==> config.mk <==
export PLATFORM = sky130hd
export DESIGN_NAME = ibis_video_sequencer_flat
export DESIGN_NICKNAME = d
export VERILOG_FILES = /design/src/rtl/ibis_video_sequencer_if.sv /design/src/rtl/ibis_video_sequencer.sv /design/src/flat_wrapper.sv
export SDC_FILE = /design/constraint.sdc
export NUM_CORES = 1
export LEC_CHECK = 0
export BUFFER_PORTS_ARGS = -buffer_cell sky130_fd_sc_hd__buf_2
export CAP_MARGIN = 20
export CORE_MARGIN = 2
export CORE_UTILIZATION = 56
export CTS_BUF_LIST = sky130_fd_sc_hd__clkbuf_8
export CTS_CLUSTER_DIAMETER = 120
export CTS_CLUSTER_SIZE = 8
export DETAILED_ROUTE_END_ITERATION = 8
export HOLD_SLACK_MARGIN = 0.12
export PLACE_DENSITY = 0.95
export SYNTH_ARGS = -nofsm -noshare
export SYNTH_HDL_FRONTEND = slang
export SYNTH_SLANG_ARGS = --single-unit
export TNS_END_PERCENT = 50
==> constraint.sdc <==
create_clock -name clock -period 3.55 [get_ports clock]
set_input_delay 0.355 -clock clock [delete_from_list [all_inputs] [get_ports clock]]
set_output_delay 0.355 -clock clock [all_outputs]
set_load 0.02 [all_outputs]
==> src/rtl/ibis_video_sequencer_if.sv <==
// Pixel-source handshake and TMDS encoder input bundle for the DVI video sequencer.
// master = sequencer side, slave = pixel source / encoder side.
interface ibis_video_sequencer_if;
   logic [23:0] pixel_rgb;
   logic        pixel_valid;
   logic        pixel_ready;
   logic [7:0]  enc_data_r;
   logic [7:0]  enc_data_g;
   logic [7:0]  enc_data_b;
   logic        enc_data_enable;
   logic [1:0]  enc_control_b;
   logic [1:0]  enc_control_g;
   logic [1:0]  enc_control_r;
   logic        enc_reset;

   modport master (
      input  pixel_rgb, pixel_valid,
      output pixel_ready, enc_data_r, enc_data_g, enc_data_b, enc_data_enable,
      output enc_control_b, enc_control_g, enc_control_r, enc_reset
   );

   modport slave (
      output pixel_rgb, pixel_valid,
      input  pixel_ready, enc_data_r, enc_data_g, enc_data_b, enc_data_enable,
      input  enc_control_b, enc_control_g, enc_control_r, enc_reset
   );
endinterface

==> src/rtl/ibis_video_sequencer.sv <==
// Pixel-rate DVI timing sequencer: counts h/v position, pulls pixels, feeds the three
// TMDS encoders, sequences encoder reset and flags pixel underflow.
module ibis_video_sequencer #(
   parameter int unsigned H_ACTIVE  = 640,
   parameter int unsigned H_FRONT   = 16,
   parameter int unsigned H_SYNC    = 96,
   parameter int unsigned H_BACK    = 48,
   parameter int unsigned V_ACTIVE  = 480,
   parameter int unsigned V_FRONT   = 10,
   parameter int unsigned V_SYNC    = 2,
   parameter int unsigned V_BACK    = 33,
   parameter bit          HSYNC_POL = 1'b0,
   parameter bit          VSYNC_POL = 1'b0
) (
   input  logic                  clock,
   input  logic                  reset,
   input  logic                  enable,
   input  logic                  clear_underflow,
   ibis_video_sequencer_if.master video,
   output logic [11:0]           h_pos,
   output logic [11:0]           v_pos,
   output logic                  frame_start,
   output logic                  underflow
);

   localparam int unsigned H_TOTAL = H_ACTIVE + H_FRONT + H_SYNC + H_BACK;
   localparam int unsigned V_TOTAL = V_ACTIVE + V_FRONT + V_SYNC + V_BACK;

   localparam logic [11:0] HActive    = 12'(H_ACTIVE);
   localparam logic [11:0] HSyncStart = 12'(H_ACTIVE + H_FRONT);
   localparam logic [11:0] HSyncEnd   = 12'(H_ACTIVE + H_FRONT + H_SYNC);
   localparam logic [11:0] HLast      = 12'(H_TOTAL - 1);
   localparam logic [11:0] VActive    = 12'(V_ACTIVE);
   localparam logic [11:0] VSyncStart = 12'(V_ACTIVE + V_FRONT);
   localparam logic [11:0] VSyncEnd   = 12'(V_ACTIVE + V_FRONT + V_SYNC);
   localparam logic [11:0] VLast      = 12'(V_TOTAL - 1);

   typedef enum logic [0:0] {StStartup, StRun} state_t;

   state_t      state;
   logic        startup_seen;
   logic        active;
   logic        h_wrap;
   logic [11:0] h_next;
   logic [11:0] v_next;
   logic        hsync_next;
   logic        vsync_next;

   always_comb begin
      active     = (h_pos < HActive) && (v_pos < VActive);
      h_wrap     = (h_pos == HLast);
      h_next     = h_wrap ? 12'd0 : h_pos + 12'd1;
      v_next     = v_pos;
      if (h_wrap) begin
         v_next = (v_pos == VLast) ? 12'd0 : v_pos + 12'd1;
      end
      // Encoder registers control one step early, so sync looks one pixel ahead.
      hsync_next = (h_next >= HSyncStart) && (h_next < HSyncEnd);
      vsync_next = (v_next >= VSyncStart) && (v_next < VSyncEnd);
   end

   assign video.pixel_ready   = (state == StRun) && enable && active;
   assign video.enc_control_g = 2'b00;
   assign video.enc_control_r = 2'b00;

   always_ff @(posedge clock) begin
      if (reset) begin
         state                 <= StStartup;
         startup_seen          <= 1'b0;
         h_pos                 <= 12'd0;
         v_pos                 <= 12'd0;
         video.enc_reset       <= 1'b1;
         video.enc_data_r      <= 8'h00;
         video.enc_data_g      <= 8'h00;
         video.enc_data_b      <= 8'h00;
         video.enc_data_enable <= 1'b0;
         video.enc_control_b   <= {~VSYNC_POL, ~HSYNC_POL};
         frame_start           <= 1'b0;
         underflow             <= 1'b0;
      end else begin
         frame_start <= 1'b0;
         if (clear_underflow) begin
            underflow <= 1'b0;
         end
         if (enable) begin
            unique case (state)
               StStartup: begin
                  if (startup_seen) begin
                     state           <= StRun;
                     video.enc_reset <= 1'b0;
                  end else begin
                     startup_seen <= 1'b1;
                  end
               end
               StRun: begin
                  h_pos                 <= h_next;
                  v_pos                 <= v_next;
                  video.enc_data_enable <= active;
                  if (active && video.pixel_valid) begin
                     video.enc_data_r <= video.pixel_rgb[23:16];
                     video.enc_data_g <= video.pixel_rgb[15:8];
                     video.enc_data_b <= video.pixel_rgb[7:0];
                  end else begin
                     video.enc_data_r <= 8'h00;
                     video.enc_data_g <= 8'h00;
                     video.enc_data_b <= 8'h00;
                  end
                  // Placed after the clear so a same-cycle set wins.
                  if (active && !video.pixel_valid) begin
                     underflow <= 1'b1;
                  end
                  video.enc_control_b <= {vsync_next ? VSYNC_POL : ~VSYNC_POL,
                                          hsync_next ? HSYNC_POL : ~HSYNC_POL};
                  frame_start         <= (h_pos == 12'd0) && (v_pos == 12'd0);
               end
               default: state <= StStartup;
            endcase
         end
      end
   end

endmodule

==> src/flat_wrapper.sv <==
// flat-port wrapper written by rule: the top's interface ports become plain ports
module ibis_video_sequencer_flat 
#(
   parameter int unsigned H_ACTIVE  = 640,
   parameter int unsigned H_FRONT   = 16,
   parameter int unsigned H_SYNC    = 96,
   parameter int unsigned H_BACK    = 48,
   parameter int unsigned V_ACTIVE  = 480,
   parameter int unsigned V_FRONT   = 10,
   parameter int unsigned V_SYNC    = 2,
   parameter int unsigned V_BACK    = 33,
   parameter bit          HSYNC_POL = 1'b0,
   parameter bit          VSYNC_POL = 1'b0
)
  (clock, reset, enable, clear_underflow, h_pos, v_pos, frame_start, underflow, video_pixel_rgb, video_pixel_valid, video_pixel_ready, video_enc_data_r, video_enc_data_g, video_enc_data_b, video_enc_data_enable, video_enc_control_b, video_enc_control_g, video_enc_control_r, video_enc_reset);
  ibis_video_sequencer_if video_i ();
  input  logic clock;
  input  logic reset;
  input  logic enable;
  input  logic clear_underflow;
  output logic [11:0] h_pos;
  output logic [11:0] v_pos;
  output logic frame_start;
  output logic underflow;
  input wire logic [$bits(video_i.pixel_rgb)-1:0] video_pixel_rgb;
  input wire logic [$bits(video_i.pixel_valid)-1:0] video_pixel_valid;
  output wire logic [$bits(video_i.pixel_ready)-1:0] video_pixel_ready;
  output wire logic [$bits(video_i.enc_data_r)-1:0] video_enc_data_r;
  output wire logic [$bits(video_i.enc_data_g)-1:0] video_enc_data_g;
  output wire logic [$bits(video_i.enc_data_b)-1:0] video_enc_data_b;
  output wire logic [$bits(video_i.enc_data_enable)-1:0] video_enc_data_enable;
  output wire logic [$bits(video_i.enc_control_b)-1:0] video_enc_control_b;
  output wire logic [$bits(video_i.enc_control_g)-1:0] video_enc_control_g;
  output wire logic [$bits(video_i.enc_control_r)-1:0] video_enc_control_r;
  output wire logic [$bits(video_i.enc_reset)-1:0] video_enc_reset;
  assign video_i.pixel_rgb = video_pixel_rgb;
  assign video_i.pixel_valid = video_pixel_valid;
  assign video_pixel_ready = video_i.pixel_ready;
  assign video_enc_data_r = video_i.enc_data_r;
  assign video_enc_data_g = video_i.enc_data_g;
  assign video_enc_data_b = video_i.enc_data_b;
  assign video_enc_data_enable = video_i.enc_data_enable;
  assign video_enc_control_b = video_i.enc_control_b;
  assign video_enc_control_g = video_i.enc_control_g;
  assign video_enc_control_r = video_i.enc_control_r;
  assign video_enc_reset = video_i.enc_reset;
  ibis_video_sequencer #(.H_ACTIVE(H_ACTIVE), .H_FRONT(H_FRONT), .H_SYNC(H_SYNC), .H_BACK(H_BACK), .V_ACTIVE(V_ACTIVE), .V_FRONT(V_FRONT), .V_SYNC(V_SYNC), .V_BACK(V_BACK), .HSYNC_POL(HSYNC_POL), .VSYNC_POL(VSYNC_POL)) u_core (.clock(clock), .reset(reset), .enable(enable), .clear_underflow(clear_underflow), .video(video_i), .h_pos(h_pos), .v_pos(v_pos), .frame_start(frame_start), .underflow(underflow));
endmodule
[After elaboration in Yosys (flattened, before gate mapping)]
Index checks and enable logic that the tools add are counted.
Storage, ports and cells
  flip-flop bits (word level): 56
  bits in latches: 0
  memory bits (writable): 0
  bits in read-only memories: 0
  bits of input ports: 29
  output and inout bits: 59
  word-level logic and storage cells: 53
  memories: 0
Cells by class
  add/sub/neg operators: 2
  $mul: 0
  divide/modulo/power cells: 0
  order comparisons: 6
  equality and inequality tests: 2
  shift operators: 0
  multiplexer cells: 14
  bitwise gates (word level): 2
  reductions and logical operators: 15
Operators by type and width (number)
  2-to-1 mux 12 bit: 3
  adder 12 x 1 -> 12 bit, second input constant: 2
  == test 12 x 10 -> 1 bit, second input constant: 2
  zero test 12 bit: 2
  less-than comparator 12 x 10 -> 1 bit, second input constant: 2
  less-than comparator 12 x 9 -> 1 bit, second input constant: 2
  2-to-1 mux 8 bit: 3
  >= comparator 12 x 10 -> 1 bit, second input constant: 1
  >= comparator 12 x 9 -> 1 bit, second input constant: 1
  logical AND 1 bit: 8
  2-to-1 mux 1 bit: 8
  AND reduction 2 bit: 2
  AND reduction 3 bit: 1
  OR reduction 3 bit: 1
  NOT 1 bit: 2
  zero test 1 bit: 1

[Longest topological paths before layout]
Gate-level depths: netlist of the first run.
  depth in word-level cells: 6
  gate-level depth with buffers: 9
  gate-level depth less buffers: 8

[Least setup slack after synthesis of the first run]
Ideal clock, no wire load.
  path kind: reg-to-reg
  from: reg u_core.h_pos[0]
  to: reg u_core.video.enc_control_b[1]
  library setup time: 0.127 ns
  arrival time: 2.152 ns
  data required time: 3.423 ns
  setup slack: 1.271 ns
  cell stages (with the launch flop): 8
  buffers on the path: 0
  period minus slack after synthesis: 2.279 ns
  cells stage by stage: dfxtp_1 > ha_1 > and4_1 > nand4_2 > or3_1 > a221o_1 > a2111oi_2 > a21oi_1
On the way
  word-level cells in the longest chain between the ends: 5
  elaborated cells between the ends (all ways): 6
  classes of those cells: order compare (2); eq/ne (1); mux (2); reduce/logical (1)
RTL lines
  start: declaration: RTL line ibis_video_sequencer.sv:20  | output logic [11:0] h_pos,
  start signal: assignment: RTL line ibis_video_sequencer.sv:96  | h_pos <= h_next;
  == test 12 x 10 -> 1 bit *: RTL line ibis_video_sequencer.sv:51  | h_wrap = (h_pos == HLast);
  2-to-1 mux 12 bit *: RTL line ibis_video_sequencer.sv:54  | if (h_wrap) begin
  >= comparator 12 x 9 -> 1 bit or less-than comparator 12 x 9 -> 1 bit (tied branches): RTL line ibis_video_sequencer.sv:59  | vsync_next = (v_next >= VSyncStart) && (v_next < VSyncEnd);
  logical AND 1 bit *: RTL line ibis_video_sequencer.sv:59
  2-to-1 mux 1 bit *: RTL line ibis_video_sequencer.sv:112  | video.enc_control_b <= {vsync_next ? VSYNC_POL : ~VSYNC_POL,
  end signal: assignment: RTL line ibis_video_sequencer.sv:77  | video.enc_control_b <= {~VSYNC_POL, ~HSYNC_POL};
  end signal: assignment: RTL line ibis_video_sequencer.sv:112
  end: declaration: RTL line ibis_video_sequencer_if.sv:19  | output enc_control_b, enc_control_g, enc_control_r, enc_reset
Every way passes the cells marked *; elsewhere a longest branch is shown, timed or not.
A chain may end at the register's enable or synchronous reset.

[Worst setup path in the final report of the first run]
Ends and elaborated chain as after synthesis.

==> impl_metrics.csv, run 1 <==
group,metric,value,unit
outcome,status,"completed",
run,max_cap_viol_count,0,
critical_path,r2r_cells,7,
floorplanning,start_util,57.7,%
synthesis,syn_area,2710,um2
critical_path,end_kind,"flip-flop",
final_layout,regArea,1120,um2
synthesis,yosysTopAreaCell,"dfxtp_1",
timing,tightest_slew,0.980,ns
min_path,hold_class,"input port to flip-flop",
floorplanning,core,4690,um2
timing,timing.fmax,379,MHz
power,p_total,1.09,mW
critical_path,worst_setup_path_start_kind,"flip-flop",
global_route,grt_antenna_before_repair,0,
cts,cts_sinks,56,
route,viasPerCell,5.84,
timing,timing.final.crit_period,2.64,ns
min_path,hold_depth,3,
synthesis,synth_common_cells,"nor2_1 (62), dfxtp_1 (56), a22oi_1 (24)",
critical_path,worst-setup-path-type,"flip-flop to flip-flop",
timing,setup_violations,0,
critical_path,cp_max_fo,13,
synthesis,syn-mean-instance-area,8.03,um2
global_route,grt_pass1_wl,10500,um
synthesis,yosysSeqAreaShare,41.4,%
global_route,grt_pass1_vias,2341,
power,ir_drop,305,uV
cts,clockRootBuffer,"clkbuf_8",
final_layout,fillers,404,
cts,cts_setup_buffers,0,
cts,cts_resized,0,
timing,drv_slew,0,
synthesis,ys_types,43,
place,dp_hpwl,4430,um
synthesis,ys_seq_elements,56,
critical_path,cp.arrival,2.83,ns
timing,rsz0062_at_grt,"no",
cts,cts_tree,"yes",
global_route,grt_max_degree,57,
route,vias,2658,
global_route,gr-total-overflow,0,
final_layout,drive_above_1_share,23.9,%
final_layout,antenna_cells,0,
timing,min_period_over_period,74.2,%
route,drt_iter0_markers,270,
synthesis,synth_most_common_cell,"nor2_1",
synthesis,postSynth.asyncResetShare,0,%
synthesis,synth_edf_count,0,
place,place.gp.congestion,0.903,
power,p_leak,1.35,nW
cts,clkTransAtPathRegs,0.10,ns
synthesis,yosys_warnings,0,
timing,finalHoldViolCount,0,
final_layout,multiInputGateArea,1420,um2
cts,clk_latency,0.31,ns
power,power_density,344,nW/um2
final_layout,nNetsFinal,433,
cts,h-tree-depth,2,
synthesis,synthFlopType,"dfxtp_1",
timing,slew_headroom,34.6,%
timing,setup_tns,0,ns
route,wl,6410,um
route,dr.pass1.iters,5,
place,port-buffer-count,83,
floorplanning,die_h,73.5,um
critical_path,reg2reg_slack,0.91,ns
floorplanning,die_area,5410,um2
synthesis,netlist_instances,337,
synthesis,yosysTopAreaCellShare,41.4,%
route,antenna_left,0,
cts,clk_path_buf_depth,2,
floorplanning,placement_rows,25,
timing,skew,0.00648,ns
critical_path,cp.required,3.75,ns
route,avgRoutedWirePerCell,14.1,um
global_route,grt_util_all_layers,24.1,%
cts,cts_inserted_buffers,5,
final_layout,area_growth_syn_to_layout,16.9,%
floorplanning,die_x,73.5,um
floorplanning,io_pins,88,
cts,ctsHoldBuffers,0,
route,drc,0,
synthesis,yosys-top-cells-area,"dfxtp_1 (41%), nor2_1 (8.6%), a22oi_1 (6.7%)",
critical path, cell delays in order, from the launching register on:
cell and delay [ns]:
dfxtp_1 0.48, ha_1 0.29, and4_1 0.35, nand4_2 0.34, or3_1 0.45, a221o_1 0.31
a2111oi_2 0.20, a21oi_1 0.11
sequential cells by signal, indices dropped and copies added, names as in the netlist, 2 cells and up:
name	cells
u_core.h_pos	12
u_core.v_pos	12
u_core.video.enc_data_b	8
u_core.video.enc_data_g	8
u_core.video.enc_data_r	8
u_core.video.enc_control_b	2
layout by cell type (no fill, tap or decap), types with 3 or more instances in the layout:
master    synthesis  layout
nand4_1          10      10
o21ai_0          10      10
nand3_1          15      15
nor2_1           62      62
clkbuf_8          0       6
a21oi_1          22      22
ha_1              4       4
and3_1            5       5
xnor2_1           7       7
and4_1            4       4
and2_1            6       6
xor2_1            8       8
nor2b_1           3       3
nand2_1          18      18
buf_2             4      83
or3_1             4       4
conb_1            1       4
nor4_1            5       5
nor3_1           12      12
dfxtp_1          56      56
a22oi_1          24      24
inv_1             8       8
cell families after synthesis:
family	share of synthesized area, %
and+or+nand+nor	28.7
AOI/OAI and AO/OA	16.2
DFF	41.4
buffers and inverters	6.43
xor gates and xnor gates	4.85
adders and majority gates	1.85
other	0.139
muxes	0.370
area by class of cell:
class,instances,share of cell area (%)
clock buffers,6,2.61
clock inverters,2,0.554
inverters,8,0.949
multi-input cells,245,45.0
flip-flops and latches,56,35.4
well taps,54,2.14
repair buffers,84,13.4
through the flow:
step                      cell area [um2]  std cells  setup slack [ns]  hold WS [ns]  utilization [%]
after detailed placement             3060        447             0.955         0.458             65.3
after global placement               3060        447              1.11         0.447             65.3
after global routing                 3160        455             0.721         0.277             67.4
after CTS                            3160        455             0.940         0.272             67.4
after floorplan                      2720        340              1.27         0.437                -
final                                3160        455             0.914         0.272             67.4
path summary, 6_finish.rpt:
kind                     startpoint                             to
min              video_pixel_rgb[7]     u_core.video.enc_data_b[7]
max                 u_core.h_pos[0]  u_core.video.enc_control_b[1]
max reg2reg         u_core.h_pos[0]  u_core.video.enc_control_b[1]
min reg2reg  u_core.video.enc_reset         u_core.video.enc_reset
routing by layer:
metal,wire [um],track usage (%),vias up
met5,0,0,-
met4,113,7.47,0
met3,470,5.35,14
met2,2970,39.1,133
met1,2860,32.0,1206
li1,-,-,1305
power breakdown:
| part | total, mW | internal (mW) | switching (mW) |
|---|---|---|---|
| Clock | 0.379 | 0.164 | 0.215 |
| Combinational | 0.0688 | 0.0243 | 0.0446 |
| Sequential | 0.641 | 0.636 | 0.00502 |
No activity file was read; power rests on OpenSTA's default activity.
==> inputs of run 2 (changes only) <==
- ABC_AREA: unset -> 1
- CORE_UTILIZATION: 56 -> 53
- PLACE_DENSITY: 0.95 -> 0.91
- clock period: 3.55 -> 2.7 ns (I/O delays scaled with it)
==> impl_metrics.csv, run 2 <==
group,metric,value,unit
outcome,status,"completed",
global_route,grt_max_degree,39,
critical_path,r2r_cells,14,
final_layout,multiInputGateArea,1510,um2
synthesis,yosys_warnings,0,
run,max_cap_viol_count,0,
cts,clkTransAtPathRegs,0.11,ns
final_layout,regArea,1120,um2
floorplanning,placement_rows,26,
floorplanning,start_util,56.0,%
critical_path,crit_family,"simple AND/OR/NAND/NOR gates",
final_layout,fillers,459,
timing,skew,0.00571,ns
synthesis,synthFlopType,"dfxtp_1",
route,drc,0,
timing,tightest_slew,0.726,ns
critical_path,worst_setup_path_start_kind,"flip-flop",
synthesis,syn_area,2910,um2
final_layout,mostFrequentLayoutCells,"nand2_1 (141), buf_2 (83), dfxtp_1 (56)",
power,power_density,483,nW/um2
global_route,grt_pass1_wl,12200,um
timing,setup_tns,0,ns
timing,timing.final.crit_period,1.95,ns
critical_path,path_cells,"nand2_1, nor2_1, a211oi_2, nand2_1, inv_1, buf_2",
synthesis,synth_edf_count,0,
synthesis,ys_types,32,
timing,timing.fmax,513,MHz
final_layout,area_growth_syn_to_layout,18.5,%
synthesis,postSynth.asyncResetShare,0,%
route,dr.pass1.iters,5,
power,p_leak,1.61,nW
final_layout,nNetsFinal,548,
cts,clk_path_buf_depth,2,
final_layout,largest_registers,"u_core.h_pos (12), u_core.v_pos (12)",
critical_path,worst-path-buf-inv,2,
floorplanning,die_h,78.1,um
route,antenna_left,0,
global_route,grt_util_all_layers,24.3,%
cts,cts_setup_buffers,0,
floorplanning,die_area,6110,um2
floorplanning,core,5200,um2
global_route,gr-total-overflow,0,
place,dp_hpwl,5350,um
synthesis,yosys-top-cells-area,"dfxtp_1 (38%), nand2_1 (18%), a21oi_1 (8.2%)",
final_layout,antenna_cells,0,
global_route,grt_pass1_vias,2783,
critical_path,end_kind,"output port",
critical_path,crit_path_frequent_cell,"nand2_1",
route,avgRoutedWirePerCell,12.7,um
cts,cts_inserted_buffers,5,
min_path,hold_class,"input port to flip-flop",
final_layout,stdcell_count,586,
route,vias,3113,
timing,min_period_over_period,72.2,%
synthesis,netlist_instances,441,
place,dp.cells,578,
critical_path,cp.depth,6,
floorplanning,io_pins,88,
route,drt_iter0_markers,354,
place,port-buffer-count,83,
critical_path,worst-setup-path-type,"flip-flop to output port",
min_path,hold_depth,3,
timing,rsz0062_at_grt,"no",
route,viasPerCell,5.31,
power,ir_drop,314,uV
timing,finalHoldViolCount,0,
critical_path,cp_slowest_stage_delay,0.51,ns
synthesis,yosysTopAreaCell,"dfxtp_1",
timing,drv_slew,0,
critical_path,cp.arrival,1.68,ns
cts,clockRootBuffer,"clkbuf_8",
cts,cts_resized,0,
timing,slew_headroom,51.5,%
synthesis,yosysTopAreaCellShare,38.5,%
floorplanning,die_x,78.1,um
synthesis,syn-mean-instance-area,6.60,um2
critical_path,cp.required,2.43,ns
critical_path,cp_max_fo,9,
cts,ctsHoldBuffers,0,
synthesis,yosysSeqAreaShare,38.5,%
cts,h-tree-depth,2,
place,place.gp.congestion,0.976,
cts,cts_tree,"yes",
synthesis,synth_common_cells,"nand2_1 (141), dfxtp_1 (56), a21oi_1 (48)",
cts,cts_sinks,56,
synthesis,synth_most_common_cell,"nand2_1",
cts,clk_latency,0.32,ns
critical_path,cp_slowest_cell,"dfxtp_1",
synthesis,ys_seq_elements,56,
final_layout,final_common_cell,"nand2_1",
timing,setup_violations,0,
route,wl,7420,um
final_layout,drive_above_1_share,22.5,%
global_route,grt_antenna_before_repair,0,
==> run 2: changes by cell type after synthesis, moves of 11 or more <==
cell and delta:
nand2_1 +123, inv_1 +34, nor2_1 -33, a21oi_1 +26, a22oi_1 -24, o21ai_0 +13
nand3_1 +11
==> run 2: metal layers <==
layer  GRT usage, %  share of wire (%)
met5              0                  0
met1           29.8                 43
met2           41.5                 45
met4           8.07                2.0
met3           6.21                9.9
==> run 2: cell type report <==
type / instances / share of cell area (%)
clock buffers: 5 / 1.99
clock inverters: 3 / 1.45
inverters: 46 / 5.00
multi-input cells: 320 / 43.9
flip-flops and latches: 56 / 32.5
well taps: 70 / 2.54
repair buffers: 86 / 12.7
==> run 2: logic make-up (layout without fill, tap and decap cells) <==
group	after synthesis	after routing	synth area share, %
AOI/OAI and AO/OA	78	78	14.2
xor gates and xnor gates	3	3	0.902
adders and majority gates	4	4	1.72
buffers and inverters	68	140	9.92
DFF	56	56	38.5
other	1	4	0.129
and+or+nand+nor	231	231	34.7
==> run 2: worst paths after layout <==
kind	startpoint	endpoint	slack, ns
max	u_core.v_pos[5]	video_pixel_ready	0.75
min reg2reg	u_core.startup_seen	u_core.state	0.47
max reg2reg	u_core.v_pos[1]	u_core.video.enc_control_b[1]	0.83
min	video_pixel_rgb[2]	u_core.video.enc_data_b[2]	0.19
==> run 2: worst min-delay path: stages <==
cell and delay [ns]:
buf_2 0.09, nand2_1 0.05, a21oi_1 0.05
==> run 2: power breakdown <==
| part | total, mW | internal, mW | switching [mW] |
|---|---|---|---|
| clock network | 0.589 | 0.287 | 0.303 |
| logic | 0.200 | 0.0667 | 0.134 |
| registers | 0.879 | 0.851 | 0.0280 |
==> run 2: stage by stage <==
step	utilization, %	hold WS [ns]	setup WS [ns]	power [mW]	area [um2]
after floorplan	-	0.406	0.943	1.03	2920
after global placement	64.0	0.447	0.942	1.09	3330
after detailed placement	64.0	0.455	0.878	1.09	3330
after CTS	66.3	0.182	0.771	1.67	3450
after global routing	66.3	0.181	0.642	1.73	3450
final	66.3	0.186	0.750	1.67	3450
==> inputs of run 3 (changes only) <==
- ABC_AREA: 1 -> 0
- CORE_UTILIZATION: 53 -> 52
- clock period: 2.7 -> 1.8 ns (I/O delays scaled with it)
==> impl_metrics.csv, run 3 (synthesis results as in run 1) <==
group,metric,value,unit
run,max_cap_viol_count,0,
timing,hold_ws,0.132,ns
floorplanning,core,5070,um2
timing,min_period_over_period,107,%
final_layout,utilization,75.3,%
min_path,hold_class,"input port to flip-flop",
route,viasPerCell,5.76,
critical_path,worst-setup-path-type,"flip-flop to flip-flop",
outcome,violations,"setup timing",
floorplanning,placement_rows,26,
power,ir_drop,495,uV
power,power_density,569,nW/um2
timing,setup_tns,-0.179,ns
place,place.gp.congestion,0.931,
cts,clk_latency,0.33,ns
route,drt_iter0_markers,365,
cts,clkTransAtPathRegs,0.10,ns
global_route,gr-total-overflow,0,
global_route,grt_util_all_layers,29.1,%
final_layout,nNetsFinal,497,
critical_path,cp.required,2.02,ns
floorplanning,io_pins,88,
critical_path,cp_slowest_cell,"a221o_1",
critical_path,cp-startpoint,"u_core.h_pos[6]",
floorplanning,die_area,5800,um2
route,avgRoutedWirePerCell,16.1,um
timing,setup_slack,-0.129,ns
critical_path,cp_slowest_stage_delay,0.36,ns
final_layout,antenna_cells,0,
floorplanning,die_x,76.1,um
route,drc,0,
final_layout,multiInputGateArea,1500,um2
power,p_leak,1.67,nW
global_route,grt_pass1_wl,13800,um
critical_path,worst_setup_path_start_kind,"flip-flop",
critical_path,cp.arrival,2.15,ns
timing,setup_violations,3,
route,dr.pass1.iters,5,
cts,cts_sinks,56,
final_layout,drive_above_1_share,34.2,%
final_layout,regArea,1140,um2
floorplanning,start_util,53.3,%
place,port-buffer-count,83,
route,wl,8610,um
critical_path,end_kind,"flip-flop",
timing,tightest_slew,0.563,ns
global_route,grt_max_degree,56,
min_path,hold_start,"video_pixel_rgb[4]",
route,antenna_left,0,
cts,clk_path_buf_depth,2,
final_layout,fillers,355,
place,dp_hpwl,5440,um
cts,cts_inserted_buffers,5,
route,vias,3081,
cts,clockRootBuffer,"clkbuf_8",
global_route,grt_pass1_vias,2941,
critical_path,crit-reg2reg-launch,"u_core.h_pos[6]",
cts,cts_setup_buffers,0,
outcome,status,"complete, but fails checks",
final_layout,final_common_cell,"buf_2",
critical_path,cp_max_fo,3,
timing,drv_slew,0,
timing,timing.fmax,518,MHz
timing,skew,0.00774,ns
final_layout,largest_registers,"u_core.h_pos (12), u_core.v_pos (12)",
final_layout,mostFrequentLayoutCells,"buf_2 (83), nor2_1 (59), dfxtp_1 (46)",
timing,rsz0062_at_grt,"yes",
cts,h-tree-depth,2,
timing,finalHoldViolCount,0,
final_layout,area_growth_syn_to_layout,41.2,%
timing,slew_headroom,62.5,%
global_route,grt_antenna_before_repair,0,
cts,cts_tree,"yes",
timing,timing.final.crit_period,1.93,ns
critical_path,path_cells,"nor4b_4, nand4_2, or3_1, a221o_1, a2111oi_4, a21oi_2",
floorplanning,die_h,76.1,um
run 3: final timing paths:
path / end / slack (ns) / cells after the start
worst min-delay path: u_core.video.enc_data_b[4] / 0.13 / 3
worst max-delay path: u_core.video.enc_control_b[1] / -0.13 / 6
worst max register to register: u_core.video.enc_control_b[1] / -0.13 / 6
worst min register to register: u_core.video.enc_reset / 0.49 / 2
run 3: area by class of cell:
type                    instances  share of cell area, %
inverters                       8                  0.786
repair buffers                148                   25.5
flip-flops and latches         56                   29.8
multi-input cells             245                   39.4
clock inverters                 3                  0.491
clock buffers                   5                   1.80
well taps                      70                   2.29
run 3: where the power goes:
group / internal (mW) / total, mW / switching, mW
combinational: 0.0870 / 0.194 / 0.107
sequential: 1.25 / 1.26 / 0.00979
clock: 0.274 / 0.717 / 0.443
run 3: worst max-delay path: cells and delay by family (launching register included):
kind	cells	cell delay, ns
AO/OA/AOI/OAI	3	0.66
AND/OR/NAND/NOR	3	0.81
flip-flops	1	0.35
run 3: through the flow:
| step | std cells | total power, mW | setup WS, ns | instance area [um2] |
|---|---|---|---|---|
| final | 535 | 2.17 | -0.129 | 3820 |
| after global routing | 535 | 2.23 | -0.220 | 3820 |
| after CTS | 535 | 2.16 | -0.124 | 3770 |
| after detailed placement | 504 | 1.44 | -0.144 | 3440 |
| after global placement | 504 | 1.43 | -0.0773 | 3440 |
| after floorplan | 340 | 1.38 | -0.191 | 2770 |
run 3: metal layers:
metal / up-vias / global-route usage [%] / wire, um
met2: 183 / 50.8 / 4150
met3: 34 / 6.75 / 827
met5: - / 0 / 0
li1: 1429 / - / -
met4: 0 / 10.4 / 264
met1: 1435 / 35.1 / 3360
run 3: what timing repair did:
item | CTS | global route
pin swaps | 1 | 9
gates resized for setup | 2 | 12
endpoints found under the hold margin | 22 | 0
setup endpoints to repair | 2 | 16
hold buffers | 23 | 0
gates cloned | 0 | 0
